===== src/rtl/r_type_multicycle_controller.sv =====
// Multicycle controller for R-type instructions.
// Sequences FETCH -> DECODE -> EXECUTE -> WRITEBACK per instruction, decodes the
// function field to an ALU select, counts retired instructions and traps to sticky
// HALT (syscall) or ERROR (illegal instruction, fetch timeout) states.
//
// Ports:
//   clk, reset            clock and synchronous active-high reset
//   start, stop           run control (stop takes effect after the current instruction)
//   mem_ready             instruction word valid this cycle
//   opcode, function_code instruction[31:26] and instruction[5:0]
//   mem_req               instruction fetch request
//   ir_write, pc_write    capture instruction / advance PC (same cycle as mem_ready)
//   alu_out_write         ALU output register enable (EXECUTE)
//   reg_write             register file write enable (WRITEBACK)
//   select_bits_ALU       ALU operation select
//   busy, halted, error   status flags; err_code 01 illegal, 10 fetch timeout
//   instr_count           retired instructions, wraps modulo 2^CNT_W
//   state                 current FSM state encoding
module r_type_multicycle_controller #(
  parameter int unsigned TIMEOUT = 15,
  parameter int unsigned CNT_W   = 16
) (
  input  logic             clk,
  input  logic             reset,
  input  logic             start,
  input  logic             stop,
  input  logic             mem_ready,
  input  logic [5:0]       opcode,
  input  logic [5:0]       function_code,
  output logic             mem_req,
  output logic             ir_write,
  output logic             pc_write,
  output logic             alu_out_write,
  output logic             reg_write,
  output logic [2:0]       select_bits_ALU,
  output logic             busy,
  output logic             halted,
  output logic             error,
  output logic [1:0]       err_code,
  output logic [CNT_W-1:0] instr_count,
  output logic [2:0]       state
);

  typedef enum logic [2:0] {
    StIdle      = 3'b000,
    StFetch     = 3'b001,
    StDecode    = 3'b010,
    StExecute   = 3'b011,
    StWriteback = 3'b100,
    StHalt      = 3'b101,
    StError     = 3'b110
  } state_t;

  localparam logic [5:0] FunctSyscall = 6'b001100;
  // Wait counter value on the last allowed cycle without mem_ready.
  localparam logic [7:0] TimeoutLast  = 8'(TIMEOUT - 1);

  state_t           state_q;
  logic [7:0]       wait_q;
  logic             stop_pend_q;
  logic             mem_req_q;
  logic             alu_out_write_q;
  logic             reg_write_q;
  logic [2:0]       alu_sel_q;
  logic             busy_q;
  logic             halted_q;
  logic             error_q;
  logic [1:0]       err_code_q;
  logic [CNT_W-1:0] instr_count_q;

  logic             funct_legal;
  logic [2:0]       funct_sel;

  always_comb begin
    funct_legal = 1'b1;
    funct_sel   = 3'b000;
    case (function_code)
      6'b100000: funct_sel = 3'b010; // add
      6'b100010: funct_sel = 3'b100; // sub
      6'b100100: funct_sel = 3'b000; // and
      6'b100101: funct_sel = 3'b001; // or
      6'b100111: funct_sel = 3'b111; // nor
      6'b101010: funct_sel = 3'b011; // slt
      6'b000000: funct_sel = 3'b110; // sll
      6'b000010: funct_sel = 3'b101; // srl
      default:   funct_legal = 1'b0;
    endcase
  end

  // Outputs are registered alongside the state so they change with it. The ALU
  // select is captured from the decoded function field on DECODE exit and held
  // through WRITEBACK.
  always_ff @(posedge clk) begin
    if (reset) begin
      state_q         <= StIdle;
      wait_q          <= '0;
      stop_pend_q     <= 1'b0;
      mem_req_q       <= 1'b0;
      alu_out_write_q <= 1'b0;
      reg_write_q     <= 1'b0;
      alu_sel_q       <= 3'b000;
      busy_q          <= 1'b0;
      halted_q        <= 1'b0;
      error_q         <= 1'b0;
      err_code_q      <= 2'b00;
      instr_count_q   <= '0;
    end else begin
      alu_out_write_q <= 1'b0;
      reg_write_q     <= 1'b0;
      if (stop && (state_q inside {StFetch, StDecode, StExecute, StWriteback})) begin
        stop_pend_q <= 1'b1;
      end
      case (state_q)
        StIdle: begin
          if (start) begin
            state_q     <= StFetch;
            mem_req_q   <= 1'b1;
            busy_q      <= 1'b1;
            stop_pend_q <= stop; // start wins, stop stays pending
          end
        end
        StFetch: begin
          if (mem_ready) begin
            state_q   <= StDecode;
            mem_req_q <= 1'b0;
            wait_q    <= '0;
          end else if (wait_q == TimeoutLast) begin
            state_q    <= StError;
            mem_req_q  <= 1'b0;
            busy_q     <= 1'b0;
            error_q    <= 1'b1;
            err_code_q <= 2'b10;
            wait_q     <= '0;
          end else begin
            wait_q <= wait_q + 8'd1;
          end
        end
        StDecode: begin
          if (opcode != 6'b000000) begin
            state_q    <= StError;
            busy_q     <= 1'b0;
            error_q    <= 1'b1;
            err_code_q <= 2'b01;
          end else if (function_code == FunctSyscall) begin
            state_q  <= StHalt;
            busy_q   <= 1'b0;
            halted_q <= 1'b1;
          end else if (!funct_legal) begin
            state_q    <= StError;
            busy_q     <= 1'b0;
            error_q    <= 1'b1;
            err_code_q <= 2'b01;
          end else begin
            state_q         <= StExecute;
            alu_out_write_q <= 1'b1;
            alu_sel_q       <= funct_sel;
          end
        end
        StExecute: begin
          state_q     <= StWriteback;
          reg_write_q <= 1'b1;
        end
        StWriteback: begin
          instr_count_q <= instr_count_q + 1'b1;
          alu_sel_q     <= 3'b000;
          if (stop_pend_q || stop) begin
            state_q     <= StIdle;
            busy_q      <= 1'b0;
            stop_pend_q <= 1'b0;
          end else begin
            state_q   <= StFetch;
            mem_req_q <= 1'b1;
          end
        end
        StHalt, StError: begin
          // Sticky until reset.
        end
        default: begin
          state_q <= StIdle;
          busy_q  <= 1'b0;
        end
      endcase
    end
  end

  // Fetch capture must coincide with the cycle the word is valid.
  assign ir_write        = (state_q == StFetch) && mem_ready && !reset;
  assign pc_write        = ir_write;
  assign mem_req         = mem_req_q;
  assign alu_out_write   = alu_out_write_q;
  assign reg_write       = reg_write_q;
  assign select_bits_ALU = alu_sel_q;
  assign busy            = busy_q;
  assign halted          = halted_q;
  assign error           = error_q;
  assign err_code        = err_code_q;
  assign instr_count     = instr_count_q;
  assign state           = state_q;

endmodule


===== config.mk =====
export PLATFORM = sky130hd
export DESIGN_NAME = r_type_multicycle_controller
export DESIGN_NICKNAME = d
export VERILOG_FILES = /design/src/rtl/r_type_multicycle_controller.sv
export SDC_FILE = /design/constraint.sdc
export NUM_CORES = 1
export LEC_CHECK = 0
export CAP_MARGIN = 10
export CORE_ASPECT_RATIO = 1.5
export CORE_UTILIZATION = 47
export DETAILED_ROUTE_END_ITERATION = 8
export HOLD_SLACK_MARGIN = 0.02
export PLACE_DENSITY = 0.76
export REMOVE_ABC_BUFFERS = 1
export SLEW_MARGIN = 10
export SYNTH_ARGS = -nofsm -noshare
export SYNTH_HDL_FRONTEND = slang
export SYNTH_SLANG_ARGS = --single-unit
export TNS_END_PERCENT = 1

===== constraint.sdc =====
create_clock -name clk -period 5.4 [get_ports clk]
set_input_delay 1.08 -clock clk [delete_from_list [all_inputs] [get_ports clk]]
set_output_delay 1.08 -clock clk [all_outputs]
set_load 0.03 [all_outputs]

Yosys cells after proc, flatten, opt, wreduce, memory -nomap -nowiden --
Index checks and enable logic that the tools add are counted.
Cells by class: reductions and logical operators 22, bitwise operators 4, muxes and demuxes 45, eq/ne operators 27, add/sub/neg operators 2
Operators by type and width (count):
- $eq A6 B6 Y1 const B | 6
- $mux W3 | 9
- $mux W1 | 21
- $pmux W3 S7 | 1
- $pmux W3 S6 | 1
- $add A16 B1 Y16 const B | 1
- $mux W8 | 2
- $ne A2 B2 Y1 const B | 6
- $mux W2 | 5
- $eq A3 B3 Y1 const B | 3
- $add A8 B1 Y8 const B | 1
- $eq A8 B4 Y1 const B | 1
- $reduce_and A4 Y1 | 2
- $reduce_or A8 Y1 | 1
- $eq A3 B2 Y1 const B | 2
- $eq A6 B2 Y1 const B | 1
- $eq A6 B4 Y1 const B | 1
- $logic_not A6 Y1 | 1
- $ne A3 B2 Y1 const B | 2
- $pmux W3 S2 | 1
- $reduce_and A3 Y1 | 2
- $reduce_and A6 Y1 | 1
- $reduce_bool A6 Y1 | 1
- $pmux W1 S5 | 1
- 19 further kinds | 27
Word-level totals: input port bits 17, register bits 39, output and inout bits 32, logic and storage cells 112

Depth between registers and ports, before layout --
Gate-level depths: netlist (run 1).
depth after elaboration 7, gate-level depth with buffers 7, gate-level depth less buffers 6

Worst setup path before layout (run 1) --
Ideal clock, no wire load.
kind input port to output port, start input port reset, end output port pc_write, slack 2.378 ns, arrival time 1.942 ns, buffers on the path 2, data required time 4.320 ns, stages 4, cells stage by stage clkbuf_1 inv_1 and3_1 buf_4
Between the ends: longest elaborated chain between the ends 2
RTL lines:
- start: declaration | line 24 | input logic reset,
- $logic_not A1 Y1 | line 187 | assign ir_write = (state_q == StFetch) && mem_ready && !reset;
- $logic_and A1 B1 Y1 | line 187
- end: declaration | line 32 | output logic pc_write,
No other way between the ends.

Worst setup path after layout (run 1) --
Ends and elaborated chain as after synthesis.

==> impl_metrics.tcl, run 1 <==
set metrics [dict create \
    fillers 387 \
    final_net_count 319 \
    cts_tree "done" \
    ys_seq_area_share_pct 37.8 \
    synth_enable_flop_cells 0 \
    place_congestion 0.808 \
    finalHoldViolations 0 \
    yosysTopAreaCellShare_pct 37.8 \
    antenna_found_initial 0 \
    grt_max_degree 40 \
    max_freq_ghz 0.256 \
    routed_wl_um 4640 \
    synth_area_sq_mm 0.00207 \
    r2r_setup_slack_ns 3.09 \
    p_per_area_mw_per_mm2 305 \
    cts_max_path_buffers 2 \
    finalNonFillerCells 346 \
    wl_per_cell_um 13.4 \
    die_h_um 83.2 \
    grt_use_total_pct 20.4 \
    vdd_drop_max_mv 0.239 \
    drtPass1Iterations 4 \
    p_leak_nw 0.893 \
    multi_input_area_sq_mm 0.00117 \
    crit_path_end_kind "output pin" \
    post_cts_resized 0 \
    syn_to_final_growth_pct 29.3 \
    grt_pass1_vias 1791 \
    cts_buffers 5 \
    cp-start-kind "primary input" \
    finalSetupViolCount 0 \
    ys_types 50 \
    numPortBuffers 48 \
    die_w_um 56.1 \
    drc_errors 0 \
    crit_required_ns 4.32 \
    viasPerCell 5.77 \
    overflow 0 \
    p_total_mw 0.814 \
    postCtsSetupRepairBufs 0 \
    cts_hold_buf 0 \
    detail-route-antenna-nets 0 \
    drt_iter0_markers 52 \
    whs_path_depth 2 \
    finalCriticalPeriod_ns 3.90 \
    critical_path_arrival_ns 2.82 \
    vias 1996 \
    slew_headroom_pct 52.8 \
    ys_warn_count 0 \
    status "finished, final reports clean" \
    core_area_sq_mm 0.00421 \
    grt_setup_unrepaired "no" \
    path_max_fanout 39 \
    drive_above_1_share_pct 5.33 \
    hp-start "err_code[0]$_SDFFE_PP0P_" \
    synthTopCellsByArea "dfxtp_1, a21oi_1, nor2_1" \
    yosysTopAreaCell "dfxtp_1" \
    timing.max_cap.violations 0 \
    synth_area_per_cell_sq_um 7.95 \
    root_buffer "clkbuf_8" \
    fin_setup_tns_ns 0 \
    synth_ff_type "dfxtp_1" \
    num_antenna_cells 0 \
    dp.cells 338 \
    ys_seq_elements 39 \
    start_util_pct 49.1 \
    synthCells 260 \
    die-area_sq_mm 0.00467 \
    h-tree-depth 2 \
    fin_crit_sh_pct 72.3 \
    ios 49 \
    slew_violations 0 \
    path_clk_slew_ns 0.07 \
    crit_type "in2out" \
    worstMarginPinSlew_ns 0.701 \
    cts.sinks 39 \
    grt_pass1_wl_um 7710 \
    hold_path.class "reg2reg" \
    hold_end "err_code[0]$_SDFFE_PP0P_" \
    r2r_end "state[1]$_SDFFE_PP0P_" \
    finClkSkew_ns 0.00709 \
    async_reset_ff_share_pct 0 \
    dp_hpwl_um 3350 \
    clk_latency_ns 0.29 \
    fp-row-count 29 \
    r2r_cells 5 \
    r2r-start "state[1]$_SDFFE_PP0P_" \
    final-seq-area_sq_um 781 \
]
[layout make-up]
class                           instances  share of cell area (%)
Tap cell                               46                    2.16
Sequential cell                        39                    29.2
Multi-Input combinational cell        194                    43.8
Clock inverter                          3                    2.53
Inverter                               10                    1.41
Timing Repair Buffer                   49                    18.3
Clock buffer                            5                    2.58
[synth_stat cells, drive strengths merged (2+ instances only)]
| cell | n |
|---|---|
| ha | 3 |
| a311oi | 4 |
| dfxtp | 39 |
| or3 | 6 |
| a22oi | 4 |
| a311o | 2 |
| and2 | 3 |
| nor2b | 2 |
| clkbuf | 11 |
| o21ai | 16 |
| nor4 | 3 |
| or2 | 3 |
| nor3b | 7 |
| inv | 10 |
| xor2 | 2 |
| nor3 | 14 |
| a221oi | 2 |
| nand4 | 4 |
| a211oi | 2 |
| nand2 | 18 |
| nand3 | 10 |
| nor2 | 32 |
| and3 | 3 |
| a21oi | 24 |
| mux2i | 2 |
| xnor2 | 9 |
| a31oi | 3 |
| o22ai | 2 |
| buf | 6 |
[logic make-up (layout without fill, tap and decap cells)]
family	after synthesis	in the layout	synth area share, %
simple gates	112	112	28.7
compound gates	66	66	20.5
flops	39	39	37.8
buf+inv	27	67	5.57
xor+xnor	11	11	4.66
fa+ha+maj	3	3	1.82
mux	2	2	0.969
[worst max-delay path, cell delays in order]
cell and delay [ns]:
clkdlybuf4s50_1 0.45, buf_4 0.35, inv_1 0.14, and3_1 0.20
clkdlybuf4s50_1 0.59
[worst max-delay path by stage]
| stage | startpoint | end | depth (start not counted) |
|---|---|---|---|
| 2_1_floorplan | state[0]$_SDFFE_PP0P_ | ir_write | 2 |
| 3_3_place_gp | reset | ir_write | 5 |
| 3_5_place_dp | reset | pc_write | 5 |
| 4_1_cts | reset | pc_write | 5 |
| 5_1_grt | reset | pc_write | 5 |
| 6_report | reset | pc_write | 5 |
[metal layers]
| metal | global-route usage, % | share of wire [%] |
|---|---|---|
| met5 | 0 | 0 |
| met4 | 7.54 | 1.8 |
| met3 | 4.36 | 2.9 |
| met2 | 38.2 | 53 |
| met1 | 21.6 | 42 |
[cell usage in the layout, fill, tap and decap left out, drive strengths merged, types with 4 or more instances in the layout]
master	Yosys	final
a311oi	4	4
clkbuf	11	5
xnor2	9	9
a22oi	4	4
nor3b	7	7
nor3	14	14
nand4	4	4
clkdlybuf4s50	0	48
inv	10	10
or3	6	6
dfxtp	39	39
nor2	32	32
nand3	10	10
o21ai	16	16
a21oi	24	24
nand2	18	18
[sequential cells by signal, summed over array words and instances, names as in the netlist, 2 cells and up]
register / count
state: 3
instr_count: 16
select_bits_ALU: 3
wait_q: 8
err_code: 2
[stage by stage]
stage	hold slack, ns	cell area, sq um	setup slack (ns)	utilization, %
floorplan	0.450	1990	2.50	-
global placement	0.454	2530	1.53	60.2
detailed placement	0.452	2530	1.49	60.2
CTS	0.463	2670	1.49	63.4
global route	0.498	2670	1.42	63.4
finish	0.459	2670	1.50	63.4
[report_power, final]
part	internal [mW]	leakage, nW	switching (mW)	total [mW]
Combinational	0.0855	0.513	0.109	0.194
Clock	0.184	0.0644	0.101	0.285
Sequential	0.304	0.315	0.0298	0.334
(Power assumes the default switching activity.)
==> run 2, diff against run 1 <==
==> constraint.sdc (replaced) <==
create_clock -name clk -period 3.85 [get_ports clk]
set_input_delay 0.77 -clock clk [delete_from_list [all_inputs] [get_ports clk]]
set_output_delay 0.77 -clock clk [all_outputs]
set_load 0.03 [all_outputs]
==> run 2 against run 1 <==
  * Non-clock buffer count up 1
  * Combinational power rose by 43%
  * Core utilization is 0.27 points lower
  * First-iteration DRC count is 1.9% lower
  * Cell count is 0.29% higher
  * Total power is 35% higher
  * Clock power increased by 25%
  * Sequential power grew 40%
  * Critical endpoint unchanged
==> impl_metrics.tcl, run 2 (synthesis results as in run 1) <==
set metrics [dict create \
    crit_required_ns 3.08 \
    postCtsSetupRepairBufs 0 \
    r2r_setup_slack_ns 1.50 \
    final_cell_mix "clkdlybuf4s50_1, dfxtp_1, nor2_1" \
    grt_use_total_pct 20.9 \
    h-tree-depth 2 \
    overflow 0 \
    grt_use_met2_pct 39.3 \
    crit_type "reg2out" \
    fin_setup_tns_ns 0 \
    timing.max_cap.violations 0 \
    syn_to_final_growth_pct 28.7 \
    largest_register_ffs 16 \
    slew_headroom_pct 54.3 \
    cts_buffers 5 \
    final_net_count 320 \
    path_cells "nor3b_2 -> buf_4 -> and3_1 -> clkdlybuf4s50_1" \
    hp-start "err_code[0]$_SDFFE_PP0P_" \
    max_stage_delay_ns 0.67 \
    grt_setup_unrepaired "no" \
    cts_max_path_buffers 2 \
    slew_violations 0 \
    core_area_sq_mm 0.00421 \
    fp-row-count 29 \
    cts_hold_buf 0 \
    numPortBuffers 48 \
    grt_max_degree 39 \
    p_total_mw 1.10 \
    startpoint "state[0]$_SDFFE_PP0P_" \
    final_common_cell "clkdlybuf4s50_1" \
    die_w_um 56.1 \
    root_buffer "clkbuf_8" \
    cp_slowest_cell "clkdlybuf4s50_1" \
    r2r_end "state[1]$_SDFFE_PP0P_" \
    path_max_fanout 18 \
    die_h_um 83.2 \
    cts_tree "done" \
    switching_share_pct 30.9 \
    whs_path_depth 2 \
    r2r_cells 5 \
    dpl-instance-area_sq_mm 0.00254 \
    path_clk_slew_ns 0.07 \
    die-area_sq_mm 0.00467 \
    max_freq_ghz 0.328 \
    p_clk_share_pct 32.2 \
    grtUsageMet1_pct 22.6 \
    r2r-start "state[1]$_SDFFE_PP0P_" \
    fin_crit_sh_pct 79.3 \
    dp_hpwl_um 3370 \
    path_delay_family "buffers and inverters" \
    drt_iter0_markers 51 \
    detail-route-antenna-nets 0 \
    clk_latency_ns 0.29 \
    crit_path_end_kind "output pin" \
    num_antenna_cells 0 \
    p_per_area_mw_per_mm2 414 \
    finClkSkew_ns 0.00472 \
    power_frac_seq_pct 42.6 \
    post_cts_resized 0 \
    finalHoldViolations 0 \
    worst-path-buf-inv 2 \
    antenna_found_initial 0 \
    drive_above_1_share_pct 5.65 \
    hold_end "err_code[0]$_SDFFE_PP0P_" \
    cp-start-kind "flip-flop" \
    drtPass1Iterations 4 \
    power.switching_mw 0.340 \
    p_leak_nw 0.895 \
    use_met3_pct 4.36 \
    viasPerCell 5.75 \
    cts.sinks 39 \
    place_congestion 0.798 \
    wl_per_cell_um 13.3 \
    grt_pass1_vias 1844 \
    combPwrFrac_pct 25.2 \
    ios 49 \
    grt_pass1_wl_um 7890 \
    vias 1996 \
    critical_path_arrival_ns 2.28 \
    finalSetupViolCount 0 \
    final_area_sq_mm 0.00266 \
    vdd_drop_max_mv 0.407 \
    finalCriticalPeriod_ns 3.05 \
    status "finished, final reports clean" \
    routed_wl_um 4630 \
    worstMarginPinSlew_ns 0.679 \
    top_usage_layer "met2" \
    p_int_mw 0.760 \
    drc_errors 0 \
    hold_path.class "reg2reg" \
    start_util_pct 49.1 \
]
## run 2: worst min-delay path, cell delays in order, from the launching register on
cell and delay [ns]:
dfxtp_1 0.31, nand2_1 0.05, a21oi_1 0.05
## run 2: cell type report
cell class	instances	area [sq um]
clock inverter	2	35.0
tap	46	57.6
fill	389	1550
timing repair buffer	50	495
sequential	39	781
clock buffer	6	82.6
inverter	10	37.5
multi-input combinational	194	1170
## run 2: routing by layer
layer,part of all wire [%],up-vias
met5,0,-
met4,1.5,0
met3,4.3,7
met2,54,55
met1,40,920
li1,-,1014
## run 2: worst max path at each step
stage	end	slack (ns)	depth (start not counted)
after floorplan	ir_write	1.26	2
after global placement	ir_write	0.89	3
after detailed placement	pc_write	0.87	3
after CTS	pc_write	0.80	4
after global routing	pc_write	0.66	4
final	pc_write	0.80	4
## run 2: stage by stage
stage | instances | hold WS [ns] | worst slack (ns) | util (%)
after detailed placement | 339 | 0.457 | 0.867 | 60.4
after global routing | 347 | 0.508 | 0.663 | 63.2
after floorplan | 243 | 0.450 | 1.26 | -
after global placement | 339 | 0.452 | 0.892 | 60.4
final | 347 | 0.462 | 0.798 | 63.2
after CTS | 347 | 0.467 | 0.797 | 63.2
## run 2: power groups by stage
stage          combinational [mW]  clock, mW  sequential (mW)
2_1_floorplan               0.135          0            0.507
3_5_place_dp                0.277          0            0.477
4_1_cts                     0.279      0.361            0.468
3_3_place_gp                0.274          0            0.477
6_report                    0.277      0.355            0.468
5_1_grt                     0.302      0.380            0.476
==> run 3, diff against run 2 <==
==> constraint.sdc (replaced) <==
create_clock -name clk -period 3.1 [get_ports clk]
set_input_delay 0.62 -clock clk [delete_from_list [all_inputs] [get_ports clk]]
set_output_delay 0.62 -clock clk [all_outputs]
set_load 0.03 [all_outputs]
==> run 3 against run 2 <==
  * Combinational power rose by 32%
  * Worst setup slack got worse by 0.39 ns
  * Global-route usage shrank 0.74 points
  * Clock skew fell by 0.0018 ns
  * Sequential share of layout area increased by 0.32 points
  * Die area did not move
  * Non-clock buffer count increased by 1
  * Flip-flop and latch count stayed put
  * Register-to-register slack got worse by 0.73 ns
  * Critical path type is now in2out
  * Critical endpoint is now ir_write
==> impl_metrics.tcl, run 3 (synthesis results as in run 1) <==
set metrics [dict create \
    status "finished, final reports clean" \
    grt_max_degree 39 \
    largest_register_ffs 16 \
    path_cells "clkdlybuf4s50_1 -> and3_1 -> clkdlybuf4s50_1" \
    post_cts_resized 0 \
    viasPerCell 5.81 \
    root_buffer "clkbuf_8" \
    detail-route-antenna-nets 0 \
    numPortBuffers 48 \
    die_w_um 56.1 \
    die-area_sq_mm 0.00467 \
    r2r_end "state[1]$_SDFFE_PP0P_" \
    cts_tree "done" \
    grt_pass1_vias 1814 \
    die_h_um 83.2 \
    slew_headroom_pct 52.8 \
    max_freq_ghz 0.372 \
    use_met3_pct 4.21 \
    crit_required_ns 2.48 \
    worstMarginPinSlew_ns 0.702 \
    hold_path.class "reg2reg" \
    fin_crit_sh_pct 86.7 \
    postCtsSetupRepairBufs 0 \
    cp-endpoint "ir_write" \
    drc_errors 0 \
    final_cell_mix "clkdlybuf4s50_1, dfxtp_1, nor2_1" \
    slew_violations 0 \
    finalSetupViolCount 0 \
    r2r-start "state[1]$_SDFFE_PP0P_" \
    cp_slowest_cell "clkdlybuf4s50_1" \
    antenna_found_initial 0 \
    finClkSkew_ns 0.00290 \
    timing.max_cap.violations 0 \
    top_usage_layer "met2" \
    p_per_area_mw_per_mm2 479 \
    r2r_cells 5 \
    dp_hpwl_um 3440 \
    whs_path_depth 2 \
    core_area_sq_mm 0.00421 \
    fp-row-count 29 \
    drt_iter0_markers 56 \
    fin_setup_tns_ns 0 \
    routed_wl_um 4690 \
    finalCriticalPeriod_ns 2.69 \
    cts_max_path_buffers 2 \
    r2r_setup_slack_ns 0.77 \
    p_total_mw 1.26 \
    grt_setup_unrepaired "no" \
    overflow 0 \
    num_antenna_cells 0 \
    cts_hold_buf 0 \
    fillers 400 \
    max_stage_delay_ns 0.67 \
    grt_pass1_wl_um 7680 \
    path_clk_slew_ns 0.07 \
    h-tree-depth 2 \
    final_common_cell "clkdlybuf4s50_1" \
    grt_use_total_pct 20.2 \
    cp-start-kind "primary input" \
    cts.sinks 39 \
    p_leak_nw 0.881 \
    clk_latency_ns 0.29 \
    startpoint "mem_ready" \
    crit_path_end_kind "output pin" \
    cpMostUsedCell "clkdlybuf4s50_1" \
    layout_setup_ws_ns 0.412 \
    drtPass1Iterations 4 \
    final_net_count 321 \
    hp-start "err_code[0]$_SDFFE_PP0P_" \
    cts_buffers 5 \
    start_util_pct 49.1 \
    grt_use_met2_pct 40.2 \
    path_max_fanout 6 \
    critical_path_arrival_ns 2.07 \
    wl_per_cell_um 13.5 \
    vdd_drop_max_mv 0.409 \
    syn_to_final_growth_pct 27.3 \
    finalHoldViolations 0 \
    vias 2023 \
    drive_above_1_share_pct 5.30 \
    preCtsSetupSlack_ns 0.419 \
    crit_type "in2out" \
    grtUsageMet1_pct 20.0 \
    ios 49 \
    place_congestion 0.811 \
]
-- run 3: cell types whose count changed in the layout (fill, tap and decap cells not counted), sizes merged --
cell and delta:
buf +1, clkbuf +1, bufinv -1
-- run 3: metrics by stage --
stage               hold slack [ns]  instance area, sq um  cells  utilization [%]
finish                        0.464                  2630    348             62.5
global route                  0.491                  2630    348             62.5
CTS                           0.469                  2630    348             62.5
detailed placement            0.457                  2550    340             60.6
global placement              0.451                  2550    340             60.6
floorplan                     0.450                  1990    243                -
-- run 3: worst min path at each step --
stage	end	slack, ns
detailed placement	err_code[0]$_SDFFE_PP0P_	0.46
global route	err_code[0]$_SDFFE_PP0P_	0.49
finish	err_code[0]$_SDFFE_PP0P_	0.46
CTS	err_code[0]$_SDFFE_PP0P_	0.47
floorplan	wait_q[3]$_SDFFE_PP0N_	0.45
global placement	err_code[0]$_SDFFE_PP0P_	0.45
-- run 3: worst max-delay path, delay by kind of cell --
kind          cells  cell delay [ns]
simple gates      1             0.20
buf+inv           2             1.24
-- run 3: metal layers --
layer  up-vias  share of wire, %  wire length (um)
met2        43                55              2590
met4         0               1.2                56
met1       955                40              1880
li1       1020                 -                 -
met3         5               3.3               155
met5         -                 0                 0
-- run 3: cell type report --
type                            instances  area, sq um  share of cell area (%)
Tap cell                               46         57.6                    2.19
Timing Repair Buffer                   51          503                    19.1
Clock buffer                            7         76.3                    2.90
Clock inverter                          1         5.00                   0.190
Inverter                               10         37.5                    1.43
Sequential cell                        39          781                    29.7
Multi-Input combinational cell        194         1170                    44.5
-- run 3: power by group --
part | switching (mW) | total, mW | internal (mW)
clock network | 0.167 | 0.325 | 0.158
logic | 0.208 | 0.367 | 0.158
registers | 0.0382 | 0.568 | 0.530
total | 0.414 | 1.26 | 0.846
